### src/rtl/stream_xbar_pkg.sv
// rtl/stream_xbar_pkg.sv - shared defaults, arbiter state type and index helper for the stream crossbar
package stream_xbar_pkg;

   localparam int S_DATA_COUNT_DEF = 2;
   localparam int M_DATA_COUNT_DEF = 3;
   localparam int T_ID___WIDTH_DEF = (S_DATA_COUNT_DEF > 1) ? $clog2(S_DATA_COUNT_DEF) : 1;
   localparam int T_DEST_WIDTH_DEF = (M_DATA_COUNT_DEF > 1) ? $clog2(M_DATA_COUNT_DEF) : 1;

   typedef enum logic {
      ARB_IDLE = 1'b0,
      ARB_BUSY = 1'b1
   } arb_state_t;

   // Index of the set bit in a one-hot vector; OR-folding keeps it a flat mux tree.
   function automatic int unsigned onehot_to_index(input logic [31:0] onehot);
      int unsigned idx;
      idx = 0;
      for (int i = 0; i < 32; i++) begin
         if (onehot[i]) begin
            idx = idx | unsigned'(i);
         end
      end
      return idx;
   endfunction

endpackage

### src/rtl/stream_rr_arbiter.sv
// rtl/stream_rr_arbiter.sv - single-output packet arbiter with round-robin pointer
module stream_rr_arbiter
   import stream_xbar_pkg::*;
#(
   parameter int N_REQ = S_DATA_COUNT_DEF,
   parameter int PTR_W = T_ID___WIDTH_DEF
) (
   input  logic             clk_i,
   input  logic             rst_i,
   input  logic [N_REQ-1:0] cand_i,
   input  logic             last_hs_i,
   output logic [N_REQ-1:0] grant_o,
   output logic             busy_o
);

   arb_state_t       state_q;
   logic [PTR_W-1:0] ptr_q;
   logic [PTR_W-1:0] ptr_next;
   logic [PTR_W-1:0] idx;
   logic [N_REQ-1:0] pick;
   logic             found;

   // first candidate at or above the pointer, wrapping back to source 0
   always_comb begin
      pick  = '0;
      found = 1'b0;
      idx   = '0;
      for (int i = 0; i < N_REQ; i++) begin
         idx = PTR_W'((int'(ptr_q) + i) % N_REQ);
         if (!found && cand_i[idx]) begin
            pick[idx] = 1'b1;
            found     = 1'b1;
         end
      end
   end

   // pointer moves to the source just after the one finishing its packet
   assign ptr_next = PTR_W'((onehot_to_index(32'(grant_o)) + 1) % N_REQ);

   // packet ownership FSM: grant latched at packet head, released on last handshake
   always_ff @(posedge clk_i) begin
      if (rst_i) begin
         state_q <= ARB_IDLE;
         grant_o <= '0;
         busy_o  <= 1'b0;
         ptr_q   <= '0;
      end else begin
         case (state_q)
            ARB_IDLE: begin
               if (found) begin
                  state_q <= ARB_BUSY;
                  grant_o <= pick;
                  busy_o  <= 1'b1;
               end
            end
            ARB_BUSY: begin
               if (last_hs_i) begin
                  state_q <= ARB_IDLE;
                  grant_o <= '0;
                  busy_o  <= 1'b0;
                  ptr_q   <= ptr_next;
               end
            end
            default: begin
               state_q <= ARB_IDLE;
               grant_o <= '0;
               busy_o  <= 1'b0;
            end
         endcase
      end
   end

endmodule

### src/rtl/stream_xbar_arbiter.sv
// rtl/stream_xbar_arbiter.sv - per-output round-robin packet arbiter for the stream crossbar
module stream_xbar_arbiter
   import stream_xbar_pkg::*;
#(
   parameter  int S_DATA_COUNT = S_DATA_COUNT_DEF,
   parameter  int M_DATA_COUNT = M_DATA_COUNT_DEF,
   localparam int T_ID___WIDTH = (S_DATA_COUNT > 1) ? $clog2(S_DATA_COUNT) : 1,
   localparam int T_DEST_WIDTH = (M_DATA_COUNT > 1) ? $clog2(M_DATA_COUNT) : 1
) (
   input  logic                                      clk_i,
   input  logic                                      rst_i,
   input  logic [S_DATA_COUNT-1:0]                   s_valid_i,
   input  logic [S_DATA_COUNT-1:0]                   s_last_i,
   input  logic [S_DATA_COUNT-1:0][T_DEST_WIDTH-1:0] s_dest_i,
   output logic [S_DATA_COUNT-1:0]                   s_ready_o,
   input  logic [M_DATA_COUNT-1:0]                   m_ready_i,
   output logic [M_DATA_COUNT-1:0][S_DATA_COUNT-1:0] grant_o,
   output logic [M_DATA_COUNT-1:0]                   busy_o,
   output logic [S_DATA_COUNT-1:0]                   dest_err_o
);

   logic [S_DATA_COUNT-1:0]                   src_granted;
   logic [M_DATA_COUNT-1:0][S_DATA_COUNT-1:0] cand;
   logic [M_DATA_COUNT-1:0]                   last_hs;

   // a source already owning any output cannot start a second packet elsewhere
   always_comb begin
      src_granted = '0;
      for (int m = 0; m < M_DATA_COUNT; m++) begin
         src_granted = src_granted | grant_o[m];
      end
   end

   // candidate sets per output and end-of-packet handshake on the granted path
   always_comb begin
      cand    = '0;
      last_hs = '0;
      for (int m = 0; m < M_DATA_COUNT; m++) begin
         for (int s = 0; s < S_DATA_COUNT; s++) begin
            cand[m][s] = s_valid_i[s] & ~src_granted[s] & (int'(s_dest_i[s]) == m);
         end
         last_hs[m] = m_ready_i[m] & (|(grant_o[m] & s_valid_i & s_last_i));
      end
   end

   // slave ready is returned only to the source holding that output
   always_comb begin
      s_ready_o = '0;
      for (int m = 0; m < M_DATA_COUNT; m++) begin
         s_ready_o = s_ready_o | (grant_o[m] & {S_DATA_COUNT{m_ready_i[m]}});
      end
   end

   // out-of-range destinations are flagged; they never enter a candidate set
   always_comb begin
      dest_err_o = '0;
      for (int s = 0; s < S_DATA_COUNT; s++) begin
         dest_err_o[s] = s_valid_i[s] & (int'(s_dest_i[s]) >= M_DATA_COUNT);
      end
   end

   for (genvar m = 0; m < M_DATA_COUNT; m++) begin : g_out
      stream_rr_arbiter #(
         .N_REQ (S_DATA_COUNT),
         .PTR_W (T_ID___WIDTH)
      ) u_arb (
         .clk_i     (clk_i),
         .rst_i     (rst_i),
         .cand_i    (cand[m]),
         .last_hs_i (last_hs[m]),
         .grant_o   (grant_o[m]),
         .busy_o    (busy_o[m])
      );
   end

endmodule

### config.mk
export PLATFORM = sky130hd
export DESIGN_NAME = stream_xbar_arbiter
export DESIGN_NICKNAME = d
export VERILOG_FILES = /design/src/rtl/stream_xbar_pkg.sv /design/src/rtl/stream_rr_arbiter.sv /design/src/rtl/stream_xbar_arbiter.sv
export SDC_FILE = /design/constraint.sdc
export NUM_CORES = 1
export LEC_CHECK = 0
export CORE_MARGIN = 4
export CORE_UTILIZATION = 25
export DETAILED_ROUTE_END_ITERATION = 8
export GPL_TIMING_DRIVEN = 0
export SLEW_MARGIN = 20
export SYNTH_ARGS = -nofsm -noshare
export SYNTH_HDL_FRONTEND = slang
export SYNTH_HIERARCHICAL = 1
export SYNTH_SLANG_ARGS = --single-unit
### constraint.sdc
create_clock -name clk_i -period 1.5 [get_ports clk_i]
set_input_delay 0.15 -clock clk_i [delete_from_list [all_inputs] [get_ports clk_i]]
set_output_delay 0.15 -clock clk_i [all_outputs]
set_load 0.01 [all_outputs]
==> reports/results.ini, run 1 <==
[final_layout]
postLayoutCellArea_um2=1186
fillCellCount=295
final_core_util=0.4158
drive_gt1_frac=0.2520
syn2layout_area_growth_pct=52.41
final_nets=137
antenna_cells=0

[route]
drt-wirelength-per-cell_um=14.33
drt-initial-drc-count=32
num_vias=797
drcViolationCount=0
ant_nets=0
vias_per_cell=5.175
dr.pass1.iters=4
postRouteWirelength_um=2207

[sta]
min_period_ps=1711
worst_slew_pin_slew_ps=574.4
finalSetupTns_ps=-643.7
hold_violations=0
max-slew-margin-rel=0.6159
grt_setup_unrepaired=true
final_max_slew_viol_count=0
finalSetupViolations=5
period_share=1.141
fin_skew_ps=8.003
setup_ws_ps=-211.3
fmax_ghz=0.5844

[place]
place.gp.congestion=0.8190
place_ws_ps=-324.1
dpl_cell_area_um2=1072
dp_hpwl_um=1656
port-buffer-count=25

[floorplan]
num_io_pins=26
die_x_um=63.80
rows=19
die-area_um2=4070
initial_utilization=0.2728
core_um2=2853
die-height_um=63.80

[clock_tree]
htreeDepth=1
tritoncts=built
clkSinkCount=15
root_buffer=clkbuf_4
clkLatencyLatePin_ps=280
cts_buffer_depth=2
clk_pin_slew_ps=90
numCtsBuffers=3

[critical_path]
arrival_ps=1890
reg2reg_slack_ps=-210
crit_type=flop to flop
worstReg2RegEnd=g_out[0].u_arb/grant_o[1]
reg2reg_depth=5
start_kind=flop
crit_fanout=4
r2r_start=g_out[1].u_arb/grant_o[0]
required_ps=1680
worstSetupEndpointType=flop

[grt]
grt-ovfl-total=0
antenna_found_initial=0
grt_util_all_layers=0.1064
grt_max_degree=15
grt_pass1_vias=764
grt_pass1_wl_um=3415

[yosys]
netlist_area_um2=778.2
synth.avg_cell_area_um2=8.744
synthFlopType=dfxtp_1
ys_top_cells_by_count=nand2_1 (19), dfxtp_1 (15), a21oi_1 (7)
syn-instance-count=89
synth.area.top_cells=dfxtp_1 (39%), nand2_1 (9.2%), nor4b_4 (6.1%)
yosysUniqueCellTypes=26
async_flop_share=0
yosysTopAreaCellShare=0.3859
syn-num-nets=102
synth.largest_area_cell=dfxtp_1
synth-seq-cells=15
yosys_warnings=6
synth_edf_count=0
yosysSeqAreaShare=0.3859
yosysMostFrequentCell=nand2_1

[hold_path]
min-delay-start=g_out[2].u_arb/busy_o
worstHoldPathCells=2
hold_path.class=flop to flop
min_to=g_out[2].u_arb/busy_o

[power]
total_power_w=0.0009441
p_per_area_nw_per_um2=795.9
leakage_nw=0.4525
peakVddDrop_v=0.0004578

[run_status]
outcome=finished, violations left
violations=negative setup slack

[job]
cap_violations=0

power by group:
| group | internal (W) | leakage (nW) | switching (W) | total (W) |
|---|---|---|---|---|
| Sequential | 0.000428 | 0.125 | 0.0000293 | 0.000457 |
| Clock | 0.000103 | 0.0150 | 0.000121 | 0.000224 |
| Combinational | 0.000143 | 0.312 | 0.000120 | 0.000263 |
state kept, by name, summed over array words and instances (netlist names):
name	count
g_out.u_arb/busy_o	3
g_out.u_arb/grant_o	6
g_out.u_arb/ptr_q	3
g_out.u_arb/state_q	3
how the worst max path moves through the flow:
stage                              startpoint                   endpoint  slack [ps]
detailed placement  g_out[0].u_arb/grant_o[0]  g_out[2].u_arb/grant_o[0]        -320
finish              g_out[1].u_arb/grant_o[0]  g_out[0].u_arb/grant_o[1]        -210
global placement    g_out[0].u_arb/grant_o[0]  g_out[2].u_arb/grant_o[1]        -270
CTS                 g_out[1].u_arb/grant_o[0]  g_out[0].u_arb/grant_o[1]        -180
global route        g_out[1].u_arb/grant_o[0]  g_out[0].u_arb/grant_o[1]        -250
floorplan           g_out[0].u_arb/grant_o[0]  g_out[0].u_arb/grant_o[1]         -40
metal layers:
layer  part of all wire  track usage  vias up
li1                   -            -      393
met1               0.45       0.1313      381
met2               0.47       0.1690       19
met3              0.062      0.03503        4
met4              0.010      0.04582        0
met5                  0            0        -
cells in the final DEF, fill, tap and decap left out, types with 2 or more instances in the layout:
cell type / netlist / routed
nor2b_1: 4 / 3
nand3_1: 3 / 3
nor4b_4: 2 / 2
clkbuf_4: 0 / 3
or2_0: 2 / 2
o22ai_1: 3 / 3
nor3_4: 0 / 2
dfxtp_2: 0 / 4
a21oi_1: 7 / 7
o31a_2: 2 / 2
dfxtp_1: 15 / 10
o21bai_1: 3 / 2
dlygate4sd2_1: 0 / 7
or3_4: 2 / 2
inv_1: 3 / 3
a21oi_2: 2 / 2
and3_1: 2 / 2
nand2b_1: 2 / 2
clkdlybuf4s50_1: 0 / 18
buf_4: 0 / 5
a32o_1: 2 / 2
nand2_2: 2 / 2
nand2_1: 19 / 19
timing repair:
item,in CTS,in global routing
resized for setup,15,8
hold buffers,0,0
pin swaps,3,5
cloned,0,0
setup buffers,4,2
hold endpoints to repair,0,0
setup endpoints to repair,13,11
through the flow:
| step | instances | hold WS, ps |
|---|---|---|
| 6_report | 154 | 453.8 |
| 5_1_grt | 154 | 486.3 |
| 4_1_cts | 153 | 458.2 |
| 3_5_place_dp | 145 | 448.1 |
| 3_3_place_gp | 145 | 446.1 |
| 2_1_floorplan | 89 | 212.4 |
logic make-up (layout without fill, tap and decap cells):
kind of cell,count (synthesis),count (layout),share of synthesized area
AND/OR/NAND/NOR,47,47,0.3730
AO/OA/AOI/OAI,24,24,0.2267
flip-flops,15,15,0.3859
buffers and inverters,3,37,0.01447
worst max-delay path, cell delays in order (launching register included):
cell and delay, ps:
dfxtp_2 330, or3_4 420, nor4b_4 380, nor2b_1 200, nor3b_1 80, a32o_1 210
final cells by class:
cell class / instances / area, um^2 / share of cell area
clock buffer: 4 / 26.28 / 0.02215
tap: 31 / 38.79 / 0.03270
inverter: 3 / 11.26 / 0.009494
multi-input combinational: 71 / 521.8 / 0.4399
timing repair buffer: 30 / 279.0 / 0.2352
sequential: 15 / 309.0 / 0.2605
Note: power is estimated with default switching activity, not from simulation.
==> inputs of run 2 (changes only) <==
--- a/config.mk
+++ b/config.mk
@@ -5,8 +5,10 @@
 export SDC_FILE = /design/constraint.sdc
 export NUM_CORES = 1
 export LEC_CHECK = 0
+export ABC_CLOCK_PERIOD_IN_PS = 1500
 export CORE_MARGIN = 4
 export CORE_UTILIZATION = 25
+export CTS_CLUSTER_SIZE = 10
 export DETAILED_ROUTE_END_ITERATION = 8
 export GPL_TIMING_DRIVEN = 0
 export SLEW_MARGIN = 20
==> results of run 2 <==
Final layout, timing and power as in run 1 (identical DEF).
